File: src/rtl/maxpool2x2_stream.sv
// Streaming 2x2 / stride-2 max-pool over a raster-order feature map.
// Horizontal pairs are reduced through a one-pixel hold register. Even-row pair
// maxima park in a half-row line buffer until the matching odd-row pair arrives.
module maxpool2x2_stream #(
  parameter int unsigned W      = 8,
  parameter int unsigned CH     = 1,
  parameter int unsigned IMG_W  = 14,
  parameter int unsigned IMG_H  = 14,
  parameter bit          SIGNED = 1'b0
) (
  input  logic            clk_i,
  input  logic            rst_i,
  input  logic            clr_i,
  input  logic            in_valid_i,
  output logic            in_ready_o,
  input  logic [CH*W-1:0] in_data_i,
  output logic            out_valid_o,
  input  logic            out_ready_i,
  output logic [CH*W-1:0] out_data_o,
  output logic            out_last_o
);

  localparam int unsigned HalfW = IMG_W / 2;
  localparam int unsigned CW    = $clog2(IMG_W);
  localparam int unsigned RW    = $clog2(IMG_H);
  localparam int unsigned AW    = (HalfW > 1) ? $clog2(HalfW) : 1;

  localparam logic [CW-1:0] ColMax     = CW'(IMG_W - 1);
  localparam logic [RW-1:0] RowMax     = RW'(IMG_H - 1);
  localparam logic [CW-1:0] ColLastOut = CW'(2 * HalfW - 1);
  localparam logic [RW-1:0] RowLastOut = RW'(2 * (IMG_H / 2) - 1);

  logic [CW-1:0]   col_q, col_d;
  logic [RW-1:0]   row_q, row_d;
  logic [CH*W-1:0] hold_q, hold_d;
  logic            out_valid_q, out_valid_d;
  logic [CH*W-1:0] out_data_q, out_data_d;
  logic            out_last_q, out_last_d;

  // Not reset: every entry is written on an even row before an odd row reads it.
  logic [CH*W-1:0] line_buf_q [HalfW];

  logic [AW-1:0]   lb_idx;
  logic [CH*W-1:0] hmax, pool;
  logic            accept, odd_col, odd_row, load, lb_we;

  function automatic logic [W-1:0] lane_max(input logic [W-1:0] a, input logic [W-1:0] b);
    logic gt;
    if (SIGNED) gt = $signed(a) > $signed(b);
    else        gt = a > b;
    return gt ? a : b;
  endfunction

  // Input may only advance when the output register has room; clr blocks it.
  assign in_ready_o = (~out_valid_q | out_ready_i) & ~clr_i;
  assign accept     = in_valid_i & in_ready_o;
  assign odd_col    = col_q[0];
  assign odd_row    = row_q[0];
  assign load       = accept & odd_col & odd_row;
  assign lb_we      = accept & odd_col & ~odd_row;
  assign lb_idx     = AW'(col_q >> 1);

  // Per-lane horizontal pair max and full 2x2 window max.
  always_comb begin
    hmax = '0;
    pool = '0;
    for (int k = 0; k < CH; k++) begin
      hmax[k*W +: W] = lane_max(hold_q[k*W +: W], in_data_i[k*W +: W]);
      pool[k*W +: W] = lane_max(line_buf_q[lb_idx][k*W +: W], hmax[k*W +: W]);
    end
  end

  // Raster position counters and hold register next state.
  always_comb begin
    col_d  = col_q;
    row_d  = row_q;
    hold_d = hold_q;
    if (clr_i) begin
      col_d  = '0;
      row_d  = '0;
      hold_d = '0;
    end else if (accept) begin
      if (!odd_col) hold_d = in_data_i;
      if (col_q == ColMax) begin
        col_d = '0;
        row_d = (row_q == RowMax) ? '0 : row_q + 1'b1;
      end else begin
        col_d = col_q + 1'b1;
      end
    end
  end

  // Output register: a new load beats a same-cycle drain.
  always_comb begin
    out_valid_d = out_valid_q;
    out_data_d  = out_data_q;
    out_last_d  = out_last_q;
    if (clr_i) begin
      out_valid_d = 1'b0;
      out_last_d  = 1'b0;
    end else if (load) begin
      out_valid_d = 1'b1;
      out_data_d  = pool;
      out_last_d  = (col_q == ColLastOut) && (row_q == RowLastOut);
    end else if (out_valid_q && out_ready_i) begin
      out_valid_d = 1'b0;
      out_last_d  = 1'b0;
    end
  end

  // State registers.
  always_ff @(posedge clk_i or posedge rst_i) begin
    if (rst_i) begin
      col_q       <= '0;
      row_q       <= '0;
      hold_q      <= '0;
      out_valid_q <= 1'b0;
      out_data_q  <= '0;
      out_last_q  <= 1'b0;
    end else begin
      col_q       <= col_d;
      row_q       <= row_d;
      hold_q      <= hold_d;
      out_valid_q <= out_valid_d;
      out_data_q  <= out_data_d;
      out_last_q  <= out_last_d;
    end
  end

  // Line buffer: even-row pair maxima, indexed by output column.
  always_ff @(posedge clk_i) begin
    if (lb_we) line_buf_q[lb_idx] <= hmax;
  end

  assign out_valid_o = out_valid_q;
  assign out_data_o  = out_data_q;
  assign out_last_o  = out_last_q;

endmodule

File: config.mk
export PLATFORM = sky130hd
export DESIGN_NAME = maxpool2x2_stream
export DESIGN_NICKNAME = d
export VERILOG_FILES = /design/src/rtl/maxpool2x2_stream.sv
export SDC_FILE = /design/constraint.sdc
export NUM_CORES = 1
export LEC_CHECK = 0
export ABC_CLOCK_PERIOD_IN_PS = 5000
export CAP_MARGIN = 30
export CORE_ASPECT_RATIO = 0.6
export CORE_MARGIN = 2
export CORE_UTILIZATION = 59
export DETAILED_ROUTE_END_ITERATION = 16
export PLACE_DENSITY = 0.79
export SLEW_MARGIN = 0
export SYNTH_ARGS = -nofsm -noshare
export SYNTH_HDL_FRONTEND = slang
export SYNTH_SLANG_ARGS = --single-unit
File: constraint.sdc
create_clock -name clk_i -period 5 [get_ports clk_i]
set_input_delay 0.5 -clock clk_i [delete_from_list [all_inputs] [get_ports clk_i]]
set_output_delay 0.5 -clock clk_i [all_outputs]
set_load 0.1 [all_outputs]
# Word-level counts from Yosys, hierarchy flattened
# Memory sizes are Yosys's and may differ from the RTL's.
# Cells that the tools add are included.
[op_classes]
add_sub_neg = 2
order_cmp = 2
eq_ne = 3
muxes = 19
bitwise_logic = 9
n_reduce_logical = 8
[op_table]
columns = ["op", "count"]
rows = [
  ["8-bit 2-to-1 mux", 5],
  ["4-bit 2-to-1 mux", 7],
  ["8-bit > comparator", 2],
  ["4-bit by 1-bit adder with 4-bit output, second input constant", 2],
  ["4-bit equality test, second input constant", 2],
  ["1-bit 2-to-1 mux", 7],
  ["2-bit AND reduction", 3],
  ["1-bit AND", 5],
  ["2-bit nonzero test", 2],
  ["1-bit inverter", 3],
  ["3-bit nonzero test", 1],
  ["1-bit logical AND", 2],
  ["2-bit != test, second input constant", 1],
  ["1-bit OR", 1],
]
[totals]
register_bits = 26
mem_bits_rw = 56
inputBits = 13
output_inout_bits = 11
word_cells = 50
memories = 1
[mem_list]
columns = ["memory", "depth", "width", "rd", "rd_clocked_by_memory_dff", "write_ports", "line", "text"]
rows = [
  ["line_buf_q", 7, 8, 1, 0, 1, "41", "logic [CH*W-1:0] line_buf_q [HalfW];"],
]

# Depth between registers and ports, before layout
# Gate-level depths: netlist of run 1.
[logic_depth]
ltp_word = 8
depth_mapped = 17

# Least setup slack after synthesis of run 1
# OpenSTA, ideal clock, no wires.
[synth_timing]
path_kind = "reg2reg"
startpoint = "register out_valid_q (netlist: out_valid_o)"
endpoint = "memory line_buf_q[0][0] (netlist name), enable pin"
setup_ns = 0.383
t_arrival_ns = 3.803
required_ns = 4.617
setup_slack_ns = 0.814
stages_incl_launch_ff = 6
n_path_buf = 0
path_cell_list = "dfrtp_1 nand2b_1 nor2b_1 nand3_1 or3_1 nor3_1"
[synth_between]
elab_chain_cells = 8
[synth_rtl]
columns = ["element", "line", "text"]
rows = [
  ["start: declaration", "36", "logic out_valid_q, out_valid_d;"],
  ["start signal: assignment", "124", "out_valid_q <= out_valid_d;"],
  ["1-bit inverter", "55", "assign in_ready_o = (~out_valid_q | out_ready_i) & ~clr_i;"],
  ["1-bit OR", "55", ""],
  ["1-bit AND", "55", ""],
  ["named net in_ready_o", "15", "output logic in_ready_o,"],
  ["1-bit AND", "56", "assign accept = in_valid_i & in_ready_o;"],
  ["1-bit AND (2 in a row)", "60", "assign lb_we = accept & odd_col & ~odd_row;"],
  ["1-bit 2-to-1 mux", "132", "if (lb_we) line_buf_q[lb_idx] <= hmax;"],
  ["1-bit 2-to-1 mux (not written as such)", "132", ""],
  ["end: declaration", "41", ""],
]
# The timed path passes the listed nets, and every way through them passes these cells.

# Worst setup path after layout of run 1
[layout_timing]
startpoint = "input port in_data_i[5]"
endpoint = "register out_data_q[6] (netlist: out_data_o[6])"
[layout_between]
elab_chain_cells = 4
[layout_rtl]
columns = ["element", "line", "text"]
rows = [
  ["start: declaration", "16", "input logic [CH*W-1:0] in_data_i,"],
  ["8-bit > comparator", "50", "else gt = a > b;"],
  ["8-bit 2-to-1 mux (*)", "51", "return gt ? a : b;"],
  ["8-bit > comparator", "50", ""],
  ["8-bit 2-to-1 mux (*)", "51", ""],
  ["end signal: assignment", "125", "out_data_q <= out_data_d;"],
  ["end: declaration", "37", "logic [CH*W-1:0] out_data_q, out_data_d;"],
]
# Every way passes the cells marked *; elsewhere a longest branch is shown, timed or not.
# A chain may end at the register's enable or synchronous reset.

==> impl_metrics.json, run 1 <==
{
  "status": "finished, final reports clean",
  "r2r_cells": 14,
  "fmax_ghz": 0.240,
  "grt_pass1_vias": 2471,
  "initial_core_util_pct": 60.5,
  "setup_viol_count_final": 0,
  "fin_area_um2": 4690,
  "grt_antenna_before_repair": 0,
  "synth_cell_types": 43,
  "crit_type": "in2reg",
  "r2r_setup_slack_ps": 1170,
  "clk_latency_ps": 340,
  "die_w_um": 111,
  "grt-ovfl-total": 0,
  "drv_cap": 0,
  "layout-drive-gt1-share_pct": 12.4,
  "critPathArrivalTime_ps": 4380,
  "dpl_cell_area_um2": 4350,
  "area_delta_synth_final_pct": 16.6,
  "vdd_ir_drop_max_mv": 0.250,
  "regArea_um2": 2330,
  "fillers": 463,
  "grt_pass1_wl_um": 13300,
  "post-route-min-period_ps": 4160,
  "synth_cells": 318,
  "cts_resized": 0,
  "busiest_layer": "met2",
  "final-hold-violation-count": 0,
  "drtIter0Drc": 244,
  "num_vias": 2585,
  "tightest_slew_ps": 979,
  "portBuffers": 23,
  "worst-path-max-fanout": 10,
  "wl_per_cell_um": 19.2,
  "clockRootBuffer": "clkbuf_16",
  "final_cell_mix": "edfxtp_1, dfrtp_1, clkdlybuf4s50_1",
  "ys_warn_count": 0,
  "std_cell_rows": 23,
  "multi_input_area_um2": 1520,
  "synth.top_cell.area_share_pct": 41.8,
  "slew_viol_final": 0,
  "post_cts_buffers": 0,
  "track_usage_pct": 24.0,
  "powerDensity_nw_per_um2": 344,
  "die_h_um": 68.0,
  "max_stage_delay_ps": 510,
  "yosysSeqAreaShare_pct": 58.0,
  "cts_tree": "done",
  "ios": 24,
  "tns_ps": 0,
  "n_antenna_cell": 0,
  "antenna_left": 0,
  "leakage_nw": 1.79,
  "use_met1_pct": 34.1,
  "holdCritPathClass": "in2async",
  "synth_edf_count": 56,
  "ys.flop_type": "edfxtp_1",
  "worstSetupEndpointType": "register",
  "use_met2_pct": 36.8,
  "worstSetupEndpoint": "out_data_o[6]$_DFFE_PP0P_",
  "grt_use_met3_pct": 6.91,
  "crit_start": "in_data_i[5]",
  "drc_errors": 0,
  "cpMaxStageDelayCell": "clkdlybuf4s50_1",
  "htreeDepth": 3,
  "skew_ps": 7.53,
  "worstSetupStartpointType": "primary input",
  "dieArea_um2": 7510,
  "layout.nets": 373,
  "r2r_end": "out_data_o[6]$_DFFE_PP0P_",
  "clock-sinks": 82,
  "numCtsBuffers": 9,
  "crit_chain": "clkdlybuf4s50_1 -> inv_1 -> ha_1 -> a21oi_1 -> o21ai_0 -> o31a_1 -> nand2_1 -> a21boi_0 -> ha_1 -> nor2b_1 -> o211ai_1 -> a21oi_1 -> o31ai_2 -> buf_4 -> o211ai_1 -> a22o_1",
  "via_per_inst": 5.96,
  "design.core.area_um2": 6650,
  "rsz0062_at_grt": "false",
  "wl_um": 8320,
  "maxSlewHeadroom_pct": 34.5,
  "r2r_start": "hold_q[5]$_DFFE_PP0P_",
  "cts.clk_slew.worst_paths_ps": 60,
  "first_pass_iters": 4,
  "worstPathRequired_ps": 5230,
  "place.detailed.hpwl_um": 5810,
  "routabilityCongestion": 0.820,
  "max-clock-path-buffers": 2,
  "ys_ff_latch": 82,
  "avgSynthCellArea_um2": 12.6,
  "synth.net_count": 349,
  "grt_max_degree": 23,
  "netlist_area_um2": 4020,
  "finalCritPeriodShare_pct": 83.2,
  "layout_commonest_cell": "edfxtp_1",
  "yosys.area.top_type": "edfxtp_1",
  "synth_area_leaders": "edfxtp_1, dfrtp_1, ha_1, mux2i_1, mux4_2",
  "async_flop_share_pct": 31.7,
  "cts_hold_buf": 0
}
cells in the mapped netlist, drive strengths merged (9+ instances only):
cell type	number
nand2	18
clkbuf	9
nand3	12
nor2	17
buf	9
o211ai	10
a21oi	12
mux2i	17
o21ai	16
ha	18
dfrtp	26
inv	19
edfxtp	56
through the flow:
stage               hold slack, ps  power [mW]  cells  setup WS [ps]  util (%)
finish                         437        1.61    434            841      70.5
global route                   467        1.67    434            415      70.5
CTS                            438        1.63    434            915      70.5
detailed placement             506       0.874    418            567      65.4
global placement               490       0.867    417            678      65.0
floorplan                      508       0.835    318            814         -
logic make-up after synthesis:
logic type,after synthesis,share of synthesized area (%)
AND/OR/NAND/NOR,82,10.6
flip-flops,82,58.0
AO/OA/AOI/OAI,68,11.6
buffers and inverters,37,4.11
multiplexers,30,9.83
adder cells (fa/ha/maj),18,5.60
XOR/XNOR,1,0.218
registers in the layout (all words and copies together), names as in the netlist:
name,cells
out_valid_o,1
out_data_o,8
hold_q,8
row_q,4
line_buf_q,56
out_last_o,1
col_q,4
power breakdown:
| group | internal [mW] | switching, mW | leakage, nW |
|---|---|---|---|
| registers | 0.736 | 0.00789 | 0.864 |
| clock network | 0.487 | 0.262 | 0.167 |
| logic | 0.0498 | 0.0680 | 0.754 |
critical path: cells and delay by family:
family	cells	cell delay, ps
and+or+nand+nor	2	370
adders and majority gates	2	600
AOI/OAI and AO/OA	9	2040
buffers and inverters	3	860
worst min path at each step:
stage	to	slack, ps	cells after the start
2_1_floorplan	hold_q[0]$_DFFE_PP0P_	510	2
3_3_place_gp	out_data_o[0]$_DFFE_PP0P_	490	2
3_5_place_dp	out_data_o[0]$_DFFE_PP0P_	510	2
4_1_cts	row_q[2]$_DFFE_PP0P_	440	2
5_1_grt	row_q[2]$_DFFE_PP0P_	470	2
6_report	row_q[2]$_DFFE_PP0P_	440	2
per-layer routing:
metal | routed length (µm) | vias to the layer above
met2 | 3700 | 71
met4 | 80 | 0
met1 | 4000 | 1268
met5 | 0 | -
met3 | 543 | 9
li1 | - | 1237
final cells by class:
| class | instances | area share (%) |
|---|---|---|
| clock inverters | 7 | 2.48 |
| clock buffers | 9 | 4.80 |
| multi-input cells | 199 | 32.5 |
| flip-flops and latches | 82 | 49.7 |
| inverters | 19 | 1.52 |
| repair buffers | 31 | 6.62 |
| well taps | 87 | 2.32 |
(Power assumes the default switching activity.)
==> inputs of run 2 (changes only) <==
ABC_CLOCK_PERIOD_IN_PS = 3900   (was 5000)
clock period = 3.9 ns   (was 5 ns; I/O delays follow)
==> impl_metrics.json, run 2 (synthesized netlist as in run 1, its figures left out) <==
{
  "status": "finished, final reports clean",
  "seqPwrFrac_pct": 46.4,
  "crit_type": "in2reg",
  "ios": 24,
  "post-route-min-period_ps": 3650,
  "skew_ps": 4.98,
  "r2r_setup_slack_ps": 460,
  "setup_viol_count_final": 0,
  "max_stage_delay_ps": 480,
  "portBuffers": 23,
  "setup_slack_ps": 248,
  "layout.nets": 384,
  "fin_area_um2": 4770,
  "num_vias": 2644,
  "wl_per_cell_um": 18.4,
  "worstSetupStartpointType": "primary input",
  "swShare_pct": 21.2,
  "grt_antenna_before_repair": 0,
  "first_pass_iters": 4,
  "wl_um": 8190,
  "grt_pass1_wl_um": 13300,
  "clockRootBuffer": "clkbuf_16",
  "r2r_start": "hold_q[7]$_DFFE_PP0P_",
  "final-hold-violation-count": 0,
  "antenna_left": 0,
  "critPathArrivalTime_ps": 3870,
  "pwr-share-clk_pct": 45.6,
  "grt_max_degree": 22,
  "dieArea_um2": 7510,
  "powerDensity_nw_per_um2": 430,
  "final_cell_mix": "edfxtp_1, dfrtp_1, clkdlybuf4s50_1",
  "area_delta_synth_final_pct": 18.6,
  "cts.clk_slew.worst_paths_ps": 60,
  "cpMaxStageDelayCell": "clkdlybuf4s50_1",
  "clock-sinks": 82,
  "numCtsBuffers": 9,
  "place.detailed.hpwl_um": 5790,
  "worstPathRequired_ps": 4120,
  "r2r_end": "out_data_o[6]$_DFFE_PP0P_",
  "cts_hold_buf": 0,
  "leakage_nw": 1.83,
  "worstSetupEndpointType": "register",
  "crit_chain": "clkdlybuf4s50_1 -> inv_1 -> ha_1 -> a21oi_1 -> o21ai_0 -> o31a_1 -> nand2_1 -> a21boi_0 -> ha_1 -> nand4_1 -> or2_2 -> o31ai_2 -> buf_4 -> o211ai_1 -> a22o_1",
  "n_antenna_cell": 0,
  "r2r_cells": 13,
  "largest_register_ffs": 56,
  "std_cell_rows": 23,
  "die_h_um": 68.0,
  "via_per_inst": 5.94,
  "initial_core_util_pct": 60.5,
  "layout_commonest_cell": "edfxtp_1",
  "dpl_cell_area_um2": 4420,
  "p_total_mw": 2.05,
  "htreeDepth": 3,
  "layout-drive-gt1-share_pct": 15.4,
  "power_switching_uw": 436,
  "cp_common_cell": "ha_1",
  "holdCritPathClass": "in2async",
  "cts_tree": "done",
  "power_frac_comb_pct": 8.0,
  "tightest_slew_ps": 965,
  "slew_viol_final": 0,
  "clk_latency_ps": 330,
  "hold_ws_ps": 393,
  "worst-path-max-fanout": 10,
  "rsz0062_at_grt": "false",
  "pre_cts_ws_ps": -83.8,
  "finalCritPeriodShare_pct": 93.6,
  "die_w_um": 111,
  "drv_cap": 0,
  "grt_pass1_vias": 2606,
  "internal-power_mw": 1.62,
  "routabilityCongestion": 0.840,
  "fmax_ghz": 0.274,
  "grt-ovfl-total": 0,
  "track_usage_pct": 24.0,
  "design.core.area_um2": 6650,
  "maxSlewHeadroom_pct": 35.5,
  "vdd_ir_drop_max_mv": 0.364,
  "max-clock-path-buffers": 2,
  "drtIter0Drc": 222,
  "drc_errors": 0,
  "regMostFlops": "line_buf_q"
}
[run 2: power by group through the flow]
stage / registers (mW) / clock network, mW / logic, mW
after floorplan: 0.965 / 0 / 0.105
after global placement: 0.970 / 0 / 0.150
after detailed placement: 0.970 / 0 / 0.158
after CTS: 0.952 / 0.952 / 0.161
after global routing: 0.953 / 0.994 / 0.179
final: 0.952 / 0.937 / 0.163
[run 2: area by class of cell]
class | instances | area, µm²
Multi-Input combinational cell | 200 | 1540
Clock inverter | 5 | 83.8
Inverter | 19 | 71.3
Sequential cell | 82 | 2330
Timing Repair Buffer | 41 | 383
Fill cell | 446 | 1880
Tap cell | 87 | 109
Clock buffer | 11 | 254
[run 2: timing repair]
| action | CTS | global route |
|---|---|---|
| setup buffers | 0 | 0 |
| resized for setup | 0 | 1 |
| hold endpoints to repair | 0 | 0 |
| setup endpoints to repair | 0 | 7 |
[run 2: critical path, delay by kind of cell]
kind                     cells  cell delay (ps)
AO/OA/AOI/OAI                7             1320
buffers and inverters        3              770
adder cells (fa/ha/maj)      2              660
AND/OR/NAND/NOR              3              710
[run 2: worst max-delay path by stage]
stage / slack, ps / end / depth (start not counted) / startpoint
5_1_grt: 10 / out_data_o[7]$_DFFE_PP0P_ / 16 / in_data_i[7]
6_report: 250 / out_data_o[6]$_DFFE_PP0P_ / 15 / in_data_i[7]
2_1_floorplan: 300 / out_data_o[1]$_DFFE_PP0P_ / 17 / in_data_i[1]
3_5_place_dp: -80 / out_data_o[7]$_DFFE_PP0P_ / 16 / in_data_i[1]
3_3_place_gp: 40 / out_data_o[5]$_DFFE_PP0P_ / 16 / in_data_i[1]
4_1_cts: 240 / out_data_o[6]$_DFFE_PP0P_ / 16 / in_data_i[1]
[run 2: metrics by stage]
stage	instances	TNS (ps)	util [%]
final	445	0	71.7
after global routing	445	0	71.7
after CTS	444	0	71.6
after detailed placement	428	-491	66.5
after global placement	427	0	66.1
after floorplan	318	0	-
[run 2: per-layer routing]
| metal | track usage [%] | up-vias | share of wire [%] |
|---|---|---|---|
| li1 | - | 1266 | - |
| met1 | 34.6 | 1262 | 47 |
| met2 | 35.2 | 111 | 44 |
| met3 | 8.77 | 5 | 8.3 |
| met4 | 6.09 | 0 | 0.44 |
| met5 | 0 | - | 0 |
